$ cat src/rtl/run_ctrl.sv
// rtl/run_ctrl.sv - run/halt/step sequencer with retired-instruction counter
// Optional breakpoint comparator is built when BRKPT_EN is defined.
module run_ctrl #(
  parameter int              PC_W        = 5,
  parameter int              IW          = 16,
  parameter logic [IW-1:0]   HALT_OPCODE = 16'hFFFF,
  parameter int              CNT_W       = 16
) (
  input  logic             CLK,
  input  logic             RST,
  input  logic             START,
  input  logic             HALT_REQ,
  input  logic             STEP_REQ,
  input  logic             CNT_CLR,
  input  logic [PC_W-1:0]  PC_IN,
  input  logic [IW-1:0]    PM_WORD,
  input  logic [PC_W-1:0]  BP_ADDR,
  input  logic             BP_VALID,
  output logic             CORE_EN,
  output logic [1:0]       STATE,
  output logic             HALTED,
  output logic [1:0]       HALT_CAUSE,
  output logic [CNT_W-1:0] INSTR_CNT
);

  localparam logic [1:0] S_IDLE = 2'd0;
  localparam logic [1:0] S_RUN  = 2'd1;
  localparam logic [1:0] S_STEP = 2'd2;
  localparam logic [1:0] S_HALT = 2'd3;

  localparam logic [1:0] C_NONE   = 2'd0;
  localparam logic [1:0] C_REQ    = 2'd1;
  localparam logic [1:0] C_OPCODE = 2'd2;
  localparam logic [1:0] C_BRKPT  = 2'd3;

  logic [1:0]       state, state_nxt;
  logic [1:0]       halt_cause, cause_nxt;
  logic [CNT_W-1:0] instr_cnt;
  logic             op_hit;
  logic             bp_hit;
  logic             core_en;

  assign op_hit = (PM_WORD == HALT_OPCODE);

`ifdef BRKPT_EN
  logic bp_skip;

  // bp_skip lets a resume at the breakpoint PC retire that instruction once
  assign bp_hit = BP_VALID && (PC_IN == BP_ADDR) && (state == S_RUN) && !bp_skip;

  always_ff @(posedge CLK) begin
    if (RST)
      bp_skip <= 1'b0;
    else
      bp_skip <= (state == S_HALT) && START;
  end
`else
  logic unused_bp;

  assign unused_bp = ^{BP_ADDR, BP_VALID};
  assign bp_hit    = 1'b0;
`endif

  always_comb begin
    core_en = 1'b0;
    case (state)
      S_RUN:   core_en = !op_hit && !bp_hit;
      S_STEP:  core_en = !op_hit;
      default: core_en = 1'b0;
    endcase
  end

  always_comb begin
    state_nxt = state;
    cause_nxt = halt_cause;
    case (state)
      S_IDLE: begin
        if (START)
          state_nxt = S_RUN;
        else if (STEP_REQ)
          state_nxt = S_STEP;
      end
      S_RUN: begin
        if (op_hit) begin
          state_nxt = S_HALT;
          cause_nxt = C_OPCODE;
        end else if (bp_hit) begin
          state_nxt = S_HALT;
          cause_nxt = C_BRKPT;
        end else if (HALT_REQ) begin
          state_nxt = S_HALT;
          cause_nxt = C_REQ;
        end
      end
      S_STEP: begin
        state_nxt = S_HALT;
        cause_nxt = op_hit ? C_OPCODE : C_REQ;
      end
      default: begin
        if (START) begin
          state_nxt = S_RUN;
          cause_nxt = C_NONE;
        end else if (STEP_REQ) begin
          state_nxt = S_STEP;
          cause_nxt = C_NONE;
        end
      end
    endcase
  end

  always_ff @(posedge CLK) begin
    if (RST) begin
      state      <= S_IDLE;
      halt_cause <= C_NONE;
      instr_cnt  <= '0;
    end else begin
      state      <= state_nxt;
      halt_cause <= cause_nxt;
      if (CNT_CLR)
        instr_cnt <= '0;
      else if (core_en && (instr_cnt != {CNT_W{1'b1}}))
        instr_cnt <= instr_cnt + 1'b1;
    end
  end

  assign CORE_EN    = core_en;
  assign STATE      = state;
  assign HALTED     = (state == S_HALT);
  assign HALT_CAUSE = halt_cause;
  assign INSTR_CNT  = instr_cnt;

endmodule
$ cat config.mk
export PLATFORM = sky130hd
export DESIGN_NAME = run_ctrl
export DESIGN_NICKNAME = d
export VERILOG_FILES = /design/src/rtl/run_ctrl.sv
export SDC_FILE = /design/constraint.sdc
export NUM_CORES = 1
export LEC_CHECK = 0
export BUFFER_PORTS_ARGS = -buffer_cell sky130_fd_sc_hd__buf_2
export CORE_UTILIZATION = 40
export DETAILED_ROUTE_END_ITERATION = 12
export GPL_TIMING_DRIVEN = 0
export PLACE_DENSITY = 0.74
export RECOVER_POWER = 100
export SLEW_MARGIN = 20
export SYNTH_ARGS = -nofsm -noshare
export SYNTH_HDL_FRONTEND = slang
export SYNTH_SLANG_ARGS = --single-unit
$ cat constraint.sdc
create_clock -name CLK -period 1.83 [get_ports CLK]
set_clock_uncertainty 0.15 [all_clocks]
set_input_delay 0.0915 -clock CLK [delete_from_list [all_inputs] [get_ports CLK]]
set_output_delay 0.0915 -clock CLK [all_outputs]
set_load 0.01 [all_outputs]
* Word level (Yosys, flattened, before mapping)
Cells that the tools add are included.
** Storage, ports and cells
- Input bits :: 33
- Output and inout port bits :: 22
- Flip-flop bits (word level) :: 20
- Logic and storage cells :: 31
** Cells by class
- Reduce and logical (&&, ||, !) cells :: 8
- Bitwise gates (word level) :: 1
- Eq/ne operators :: 6
- $add $sub $neg :: 1
- Mux-type cells :: 12
** Operator list (number)
- $mux 2 :: 9
- $add 16x1->16 const B :: 1
- $eq 16x16->1 const B :: 1
- $ne 16x16->1 const B :: 1
- $pmux 2 s3 :: 1
- $eq 2x2->1 const B :: 2
- $pmux 2 s2 :: 1
- $reduce_bool 4->1 :: 1
- $reduce_or 2->1 :: 2
- $ne 3x3->1 const B :: 1
- $reduce_and 3->1 :: 1
- $eq 2x1->1 const B :: 1
- $logic_not 2->1 :: 1
- $reduce_and 2->1 :: 1
- $logic_and 1x1->1 :: 1
- $logic_not 1->1 :: 1
- $mux 1 :: 1
- $not 1->1 :: 1

* Logic depth before layout (Yosys ltp)
Gate-level depths: netlist of run 1.
- Word-level depth :: 4
- Mapped depth :: 7
- Depth with buffers taken out :: 6

* Worst setup path before layout of run 1
Ideal clock, no wire load.
- Kind :: register to register
- Start :: reg state[0], in the netlist STATE[0]
- End :: reg instr_cnt[9], in the netlist INSTR_CNT[9]
- Library setup time :: 0.069 ns
- Path buffers :: 0
- Data arrival time :: 1.799 ns
- Stages on the path, launching flop included :: 7
- Data required time :: 1.611 ns
- Period minus slack after synthesis :: 2.018 ns
- Setup slack :: -0.188 ns
- Path through :: dfxtp_1 -> inv_1 -> ha_1 -> o41ai_4 -> o21bai_4 -> or4_1 -> a21oi_2
** On the way
- Word-level cells in the longest chain between the ends :: 4
- Elaborated cells on any way between the ends :: 5
- Those cells by class :: 2 x eq/ne; 1 x mux; 2 x reduce/logical
** RTL lines
- start: declaration :: line 36 : logic [1:0] state, state_nxt;
- start signal: assignment :: line 117 : state <= state_nxt;
- $eq 2x2->1 or $eq 2x1->1 (tied branches) :: line 66 : case (state)
- $reduce_or 2->1 (no source line) *
- $mux 1 *
- $logic_and 1x1->1 * :: line 121 : else if (core_en && (instr_cnt != {CNT_W{1'b1}}))
- end signal: assignment :: line 122 : instr_cnt <= instr_cnt + 1'b1;
- end: declaration :: line 38 : logic [CNT_W-1:0] instr_cnt;
Every way passes the cells marked *; elsewhere a longest branch is shown, timed or not.
A chain may end at the register's enable or synchronous reset.

* Final worst setup path of run 1
- Start :: reg instr_cnt[11], in the netlist INSTR_CNT[11]
- End :: reg instr_cnt[0], in the netlist INSTR_CNT[0]
** On the way
- Word-level cells in the longest chain between the ends :: 2
** RTL lines (line)
- $ne 16x16->1 :: 121
- $logic_and 1x1->1 :: 121
Every way passes these cells.

==> results of run 1 <==
-- Yosys cell counts, drive strengths merged (2+ instances only) --
cell type and instances:
and2 2, or2 3, xnor2 5, o31ai 3, inv 10, nor3 2
a21oi 9, nor4 6, nand3 5, nand2 6, nand4 7, or3 6
ha 4, and4 2, nor2 10, dfxtp 20, or4 2, o21ai 8
-- worst max-delay path: stages, from the launching register on --
cell	delay, ns
dfxtp_2	0.38
nand4_1	0.20
or3_4	0.41
o21bai_4	0.21
buf_6	0.16
xor2_1	0.15
nor2_1	0.06
-- through the flow --
| step | TNS [ns] | total power, mW | std cells | hold WS (ns) |
|---|---|---|---|---|
| global placement | -0.0604 | 0.788 | 199 | 0.172 |
| CTS | 0 | 1.05 | 210 | 0.0776 |
| finish | -0.00144 | 1.10 | 213 | 0.0886 |
| detailed placement | -0.131 | 0.793 | 199 | 0.169 |
| floorplan | 0 | 0.700 | 126 | 0.000857 |
| global route | -0.403 | 1.16 | 213 | 0.0992 |
-- layout make-up --
type / instances / area share
Buffer: 2 / 0.00946
Inverter: 10 / 0.0252
Timing Repair Buffer: 52 / 0.183
Clock buffer: 3 / 0.0142
Tap cell: 30 / 0.0236
Clock inverter: 1 / 0.00236
Multi-Input combinational cell: 95 / 0.478
Sequential cell: 20 / 0.265
-- final timing paths --
check	startpoint	to	slack, ns
worst max register to register	INSTR_CNT[11]	INSTR_CNT[0]	-0.001
worst min register to register	HALT_CAUSE[1]	HALT_CAUSE[1]	0.37
worst min-delay path	HALT_REQ	STATE[1]	0.09
worst max-delay path	INSTR_CNT[11]	INSTR_CNT[0]	-0.001
-- repair_timing --
action | in CTS | in global routing
hold endpoints to repair | 10 | 0
setup buffers | 2 | 2
gates resized for setup | 9 | 18
endpoints found under the setup margin | 8 | 13
hold buffers | 4 | 0
gates cloned | 1 | 1
pin swaps | 1 | 5
-- state kept, by name (all words and copies together) (netlist names) --
signal      flops
INSTR_CNT      16
HALT_CAUSE      2
STATE           2
-- cells in the final DEF (no fill, tap or decap), drive strengths merged, types with 2 or more instances in the layout --
cell         Yosys  final
or2              3      3
buf              1     47
nor4             6      6
o21bai           1      2
o31ai            3      3
dfxtp           20     20
clkbuf           1      6
or3              6      6
nand2            6      6
nand4            7      7
and4             2      2
o21ai            8      8
a21oi            9      9
and2             2      2
xnor2            5      5
nor3             2      2
or4              2      2
inv             10     10
ha               4      4
nand3            5      5
nor2            10     10
dlygate4sd3      0      4
-- routing by layer --
metal	wire length [um]	vias to the layer above	GRT usage
li1	-	586	-
met3	159	5	0.0333
met2	1360	38	0.331
met4	44	0	0.0769
met1	1260	551	0.212
met5	0	-	0
-- cell families after synthesis --
family                     count (synthesis)  synth area share
AOI/OAI and AO/OA                         30             0.223
xor gates and xnor gates                   6            0.0474
adders and majority gates                  4            0.0451
buffers and inverters                     12            0.0474
DFF                                       20             0.361
muxes                                      1           0.00902
and+or+nand+nor                           53             0.267
-- where the power goes --
group | internal, mW | total, mW | switching, mW
Clock | 0.0799 | 0.224 | 0.144
Combinational | 0.191 | 0.395 | 0.204
Sequential | 0.458 | 0.477 | 0.0185
Total | 0.729 | 1.10 | 0.367
==> reports/results.tsv, run 1 <==
metric	value	unit
total die area	2990	um^2
synthesized area	1110	um^2
I/O Pins	55	
Slew headroom	0.607	
final wirelength	2830	um
failing checks	setup timing	
cell taking the most area after synthesis	dfxtp_1	
dpl ws	-0.0612	ns
die width	54.7	um
Multi-input gate area	758	um^2
post-DR vias/cell	5.54	
first-pass GRT wire length	3970	um
Max rail drop VDD	0.530	mV
routability cong.	0.744	
initial antenna violation count	0	
top-area cell type share of the netlist area	0.361	
CTS Buffer Depth	2	
DR pass1 iterations	4	
H-tree Lvls	1	
CTS tree	yes	
Most used DFF post-synth	dfxtp_1	
Max Freq	546	MHz
worst-path fanout max	6	
startpoint types	flop	
Reg clk slew, reported paths	0.11	ns
remaining global-route overflow	0	
Hold Vio Cnt, Final	0	
drt initial violations	18	
DRC	0	
root buffer cell	clkbuf_4	
worst reg-to-reg path cell count	6	
layout cell share with drive strength beyond 1	0.497	
Post-DP Area	1390	um^2
register area	420	um^2
Core Rows	18	
Power Density	690	nW/um^2
Port Buffers	43	
crit path kind	reg2reg	
Avg Cell Area, Syn	8.81	um^2
Warnings, synthesis	0	
Core Util, Final	0.624	
DPL Wire Length	1930	um
clock sink total	20	
Starting Density	0.436	
async set-reset flop share out of synthesis	0	
Yosys cell types	37	
via count	1180	
number of inserted diodes	0	
drt wl/cell	13.3	um
Hold Path Depth	4	
maxcap violations	0	
CP Data Required Time	1.87	ns
RSZ-0062 raised after global routing	true	
final setup vio count	1	
measured slew at the worst slew-check pin	0.589	ns
Crit. End Element	flop	
Syn Nets	163	
slack of the critical path	-0.00144	ns
synthesis-to-layout area growth	43.1	%
largest cells by area after synthesis	dfxtp_1 36%, a21oi_2 5.5%, ha_1 4.5%	
leak pwr	0.626	nW
post-synthesis sequential area ratio	0.361	
min Tclk post-route	1.83	ns
status	finished, violations left	
Final nets	221	
Seq cells post-synth	20	
fin crit share	1.00	
# fillers	237	
core area	2540	um^2
pin count of the biggest net entering global routing	12	
vias in the first global route	957	
number of enable flip-flop cells after synthesis	0	
crit path DAT	1.87	ns
Slew Viols, Final	0	
final antenna-violating net count	0	
Total GRT Usage	0.185	
Min-Delay Path Class	in2reg	
CTS buffer count	3	
clk_lat worst skew	0.31	ns
Final Instance Area	1590	um^2
cell count after synthesis	126	
Die Ht	54.7	um
(Power assumes the default switching activity.)
==> run 2, diff against run 1 <==
--- a/config.mk
+++ b/config.mk
@@ -10,7 +10,8 @@
 export DETAILED_ROUTE_END_ITERATION = 12
 export GPL_TIMING_DRIVEN = 0
 export PLACE_DENSITY = 0.74
-export RECOVER_POWER = 100
+export RECOVER_POWER = 50
+export SKIP_LAST_GASP = 1
 export SLEW_MARGIN = 20
 export SYNTH_ARGS = -nofsm -noshare
 export SYNTH_HDL_FRONTEND = slang
==> reports/results.tsv, run 2 (synthesized netlist as in run 1, its figures left out) <==
metric	value	unit	change
total die area	2990	um^2	unchanged
Slew headroom	0.607		unchanged
fin crit share	1.00		unchanged
drt initial violations	18		unchanged
pin count of the biggest net entering global routing	12		unchanged
clock sink total	20		unchanged
clk_lat worst skew	0.31	ns	about the same
post-DR vias/cell	5.54		about the same
root buffer cell	clkbuf_4		
Hold Vio Cnt, Final	0		unchanged
vias in the first global route	957		unchanged
final setup vio count	1		unchanged
Reg clk slew, reported paths	0.11	ns	about the same
Max Freq	546	MHz	unchanged
measured slew at the worst slew-check pin	0.589	ns	unchanged
placed insts	199		unchanged
Slew Viols, Final	0		unchanged
crit path DAT	1.87	ns	about the same
DR pass1 iterations	4		unchanged
core area	2540	um^2	unchanged
CTS buffer count	3		unchanged
failing checks	setup timing		
RSZ-0062 raised after global routing	true		
die width	54.7	um	unchanged
commonest non-fill, non-tap cells in the layout	41 x buf_2, 10 x dfxtp_1, 10 x nor2_1		
Combinational Power Share	0.360		about the same
Net Sw Frac	0.334		-0.000623
worst-path fanout max	6		unchanged
first-pass GRT wire length	3970	um	unchanged
maxcap violations	0		unchanged
DRC	0		unchanged
Final Total Pwr	1.09	mW	-0.20%
DPL Wire Length	1930	um	unchanged
H-tree Lvls	1		unchanged
crit path kind	reg2reg		
P_sw	0.365	mW	-0.38%
Final nets	221		unchanged
status	finished, violations left		
I/O Pins	55		unchanged
met1 Resource Use GR	0.212		unchanged
Total GRT Usage	0.185		unchanged
slack of the critical path	-0.00144	ns	unchanged
# fillers	238		+0.42%
remaining global-route overflow	0		unchanged
CP Data Required Time	1.87	ns	about the same
via count	1179		-0.085%
final antenna-violating net count	0		unchanged
CTS Buffer Depth	2		unchanged
leak pwr	0.626	nW	about the same
layout cell share with drive strength beyond 1	0.497		unchanged
clock power share	0.205		about the same
GR Util met2	0.331		unchanged
dpl ws	-0.0612	ns	unchanged
flip-flop count of the largest register after layout	16		unchanged
Min-Delay Path Class	in2reg		
synthesis-to-layout area growth	42.8	%	
Starting Density	0.436		unchanged
busiest layer in global routing	met2		
Reg power frac	0.435		about the same
final wirelength	2820	um	about the same
Crit. End Element	flop		
routability cong.	0.744		unchanged
Power Density	690	nW/um^2	about the same
startpoint types	flop		
initial antenna violation count	0		unchanged
Fin Hold WS	0.0890	ns	+0.000349 ns
Core Rows	18		unchanged
drt wl/cell	13.3	um	about the same
met3 Track Usage GR	0.0333		unchanged
number of inserted diodes	0		unchanged
Die Ht	54.7	um	unchanged
min Tclk post-route	1.83	ns	unchanged
Max rail drop VDD	0.528	mV	-0.47%
final cell count without fillers	213		unchanged
CTS tree	yes		
internal power	0.728	mW	-0.10%
Port Buffers	43		unchanged
commonest non-fill, non-tap cell in the layout	buf_2		
## run 2: cell count changes in the layout (fill, tap and decap cells not counted)
cell | before | now
inv_2 | 1 | 2
inv_4 | 1 | 0
## run 2: power by group through the flow
stage               clock network, mW  logic (mW)  registers (mW)
finish                          0.224       0.394           0.476
global route                    0.250       0.431           0.478
CTS                             0.224       0.351           0.477
detailed placement                  0       0.307           0.486
global placement                    0       0.304           0.484
floorplan                           0       0.207           0.492
## run 2: final timing paths
| path | start | to | slack, ns | cells after the start |
|---|---|---|---|---|
| min | HALT_REQ | STATE[1] | 0.09 | 4 |
| min reg2reg | HALT_CAUSE[1] | HALT_CAUSE[1] | 0.37 | 2 |
| max | INSTR_CNT[11] | INSTR_CNT[0] | -0.001 | 6 |
| max reg2reg | INSTR_CNT[11] | INSTR_CNT[0] | -0.001 | 6 |
## run 2: worst max-delay path, stage by stage (launching register included)
cell and delay (ns):
dfxtp_2 0.38, nand4_1 0.20, or3_4 0.41, o21bai_4 0.21, buf_6 0.16, xor2_1 0.15, nor2_1 0.06
## run 2: cell type report
| class | count | area, um^2 | area share |
|---|---|---|---|
| multi-input cells | 95 | 758 | 0.478 |
| plain buffers | 2 | 15.0 | 0.00947 |
| repair buffers | 52 | 290 | 0.183 |
| clock buffers | 3 | 22.5 | 0.0142 |
| clock inverters | 1 | 3.75 | 0.00237 |
| well taps | 30 | 37.5 | 0.0237 |
| flip-flops and latches | 20 | 420 | 0.265 |
| inverters | 10 | 37.5 | 0.0237 |
## run 2: metal layers
layer,vias to the layer above,wire length [um]
li1,586,-
met1,550,1260
met2,38,1360
met3,5,159
met4,0,44
met5,-,0
## run 2: what timing repair did
item | 4_1_cts | 5_1_grt
hold buffers | 4 | 0
pin swaps | 1 | 5
setup endpoints to repair | 8 | 13
hold endpoints to repair | 10 | 0
gates cloned | 1 | 1
gates resized for setup | 9 | 17
buffers inserted | 2 | 2
## run 2: stage by stage
step | area [um^2] | TNS, ns | utilization
2_1_floorplan | 1130 | 0 | -
3_3_place_gp | 1390 | -0.0604 | 0.545
3_5_place_dp | 1390 | -0.131 | 0.545
4_1_cts | 1500 | 0 | 0.590
5_1_grt | 1590 | -0.418 | 0.623
6_report | 1590 | -0.00144 | 0.623
==> run 3, diff against run 2 <==
--- a/config.mk
+++ b/config.mk
@@ -6,13 +6,14 @@
 export NUM_CORES = 1
 export LEC_CHECK = 0
 export BUFFER_PORTS_ARGS = -buffer_cell sky130_fd_sc_hd__buf_2
-export CORE_UTILIZATION = 40
+export CORE_UTILIZATION = 48
 export DETAILED_ROUTE_END_ITERATION = 12
 export GPL_TIMING_DRIVEN = 0
-export PLACE_DENSITY = 0.74
+export PLACE_DENSITY = 0.89
 export RECOVER_POWER = 50
 export SKIP_LAST_GASP = 1
 export SLEW_MARGIN = 20
 export SYNTH_ARGS = -nofsm -noshare
 export SYNTH_HDL_FRONTEND = slang
 export SYNTH_SLANG_ARGS = --single-unit
+export TNS_END_PERCENT = 20
==> constraint.sdc (replaced) <==
create_clock -name CLK -period 2.34 [get_ports CLK]
set_clock_uncertainty 0.15 [all_clocks]
set_input_delay 0.117 -clock CLK [delete_from_list [all_inputs] [get_ports CLK]]
set_output_delay 0.117 -clock CLK [all_outputs]
set_load 0.01 [all_outputs]
==> reports/results.tsv, run 3 (synthesized netlist as in run 1, its figures left out) <==
metric	value	unit	change
Max Freq	469	MHz	-14%
Power Density	570	nW/um^2	-17%
H-tree Lvls	1		unchanged
die width	50.1	um	-8.4%
pin count of the biggest net entering global routing	12		unchanged
Crit. End Element	flop		
initial antenna violation count	0		unchanged
measured slew at the worst slew-check pin	0.569	ns	-0.0204 ns
Slew Viols, Final	0		unchanged
layout cell share with drive strength beyond 1	0.225		-0.273
routability cong.	0.784		+5.5%
startpoint types	flop		
worst-path fanout max	10		+4
Combinational Power Share	0.296		-0.064
I/O Pins	55		unchanged
Reg clk slew, reported paths	0.11	ns	about the same
maxcap violations	0		unchanged
core area	2190	um^2	-14%
flip-flop count of the largest register after layout	16		unchanged
synthesis-to-layout area growth	28.0	%	
CTS buffer count	3		unchanged
number of gates resized after CTS	0		-9
final wirelength	2710	um	-4.1%
P_sw	0.257	mW	-30%
clock power share	0.248		+0.043
total die area	2510	um^2	-16%
Reg power frac	0.456		+0.021
CP Data Required Time	2.44	ns	+0.57 ns
final setup vio count	0		-1
Core Rows	17		-1
RSZ-0062 raised after global routing	false		
DR pass1 iterations	4		unchanged
postcts setup bufs	0		-2
clock sink total	20		unchanged
total negative slack	0	ns	+0.00144 ns
Port Buffers	43		unchanged
Slew headroom	0.621		+0.0136
DRC	0		unchanged
first-pass GRT wire length	4470	um	+13%
Hold Vio Cnt, Final	0		unchanged
min Tclk post-route	2.13	ns	+0.300 ns
Final Total Pwr	0.810	mW	-26%
Total GRT Usage	0.237		+0.0521
Min-Delay Path Class	in2reg		
DPL Wire Length	2000	um	+4.1%
Starting Density	0.507		+0.0705
status	completed		
leak pwr	0.518	nW	-17%
fin crit share	0.911		-0.0901
Max rail drop VDD	0.454	mV	-14%
Hold Crit Start	HALT_REQ		
internal power	0.553	mW	-24%
Core Util, Final	0.648		+0.0253
Die Ht	50.1	um	-8.4%
number of inserted diodes	0		unchanged
root buffer cell	clkbuf_4		
vias in the first global route	1125		+18%
commonest non-fill, non-tap cells in the layout	22 x clkbuf_1, 22 x buf_2, 20 x dfxtp_1		
Final nets	216		-2.3%
crit path kind	reg2reg		
CTS tree	yes		
CTS Buffer Depth	2		unchanged
hold-fix buffers at CTS	5		+1
critical path launch point	STATE[0]		
Net Sw Frac	0.317		-0.0170
r2r startpoint	STATE[0]		
drt initial violations	16		-2
final antenna-violating net count	0		unchanged
clk_lat worst skew	0.31	ns	about the same
drt wl/cell	13.2	um	-0.81%
via count	1154		-2.1%
crit path DAT	2.23	ns	+0.36 ns
remaining global-route overflow	0		unchanged
post-DR vias/cell	5.60		+1.2%
[run 3: changes by cell type in the layout (fill, tap and decap cells not counted), moves of 3 or more]
cell      delta
buf_2       -19
clkbuf_1    +19
dfxtp_4      -3
o31ai_1      +3
dfxtp_1     +10
buf_4        -5
dfxtp_2      -7
[run 3: layer usage]
layer  vias up  share of wire  global-route usage
li1        579              -                   -
met1       523           0.40               0.242
met3         7          0.064              0.0525
met4         0          0.026               0.190
met5         -              0                   0
met2        45           0.51               0.409
[run 3: per-stage QoR]
step,cell area (um^2),instances,hold WS [ns],worst slack (ns)
final,1420,206,0.111,0.209
after global routing,1420,206,0.133,0.0886
after CTS,1450,206,0.107,0.221
after detailed placement,1360,197,0.209,0.244
after global placement,1360,197,0.202,0.287
after floorplan,1110,126,0.0361,0.322
[run 3: final cells by class]
type | instances | area [um^2]
Sequential cell | 20 | 400
Timing Repair Buffer | 48 | 239
Clock buffer | 4 | 36.3
Multi-Input combinational cell | 94 | 657
Tap cell | 28 | 35.0
Inverter | 10 | 37.5
Fill cell | 206 | 771
Buffer | 2 | 15.0
[run 3: path summary, 6_finish.rpt]
kind	endpoint	slack [ns]	cells after the start
worst max-delay path	INSTR_CNT[9]	0.21	6
worst min register to register	HALT_CAUSE[1]	0.36	2
worst max register to register	INSTR_CNT[9]	0.21	6
worst min-delay path	STATE[1]	0.11	4
[run 3: worst max-delay path: stages (launching register included)]
cell,delay (ns)
dfxtp_1,0.40
inv_1,0.08
ha_1,0.39
o41ai_4,0.17
o21bai_4,0.25
or4_1,0.50
a21oi_2,0.14
[run 3: power groups by stage]
stage | clock (mW) | combinational [mW] | sequential (mW)
final | 0.201 | 0.239 | 0.369
after global routing | 0.216 | 0.263 | 0.372
after CTS | 0.205 | 0.239 | 0.369
after detailed placement | 0 | 0.228 | 0.376
after global placement | 0 | 0.222 | 0.374
after floorplan | 0 | 0.151 | 0.381
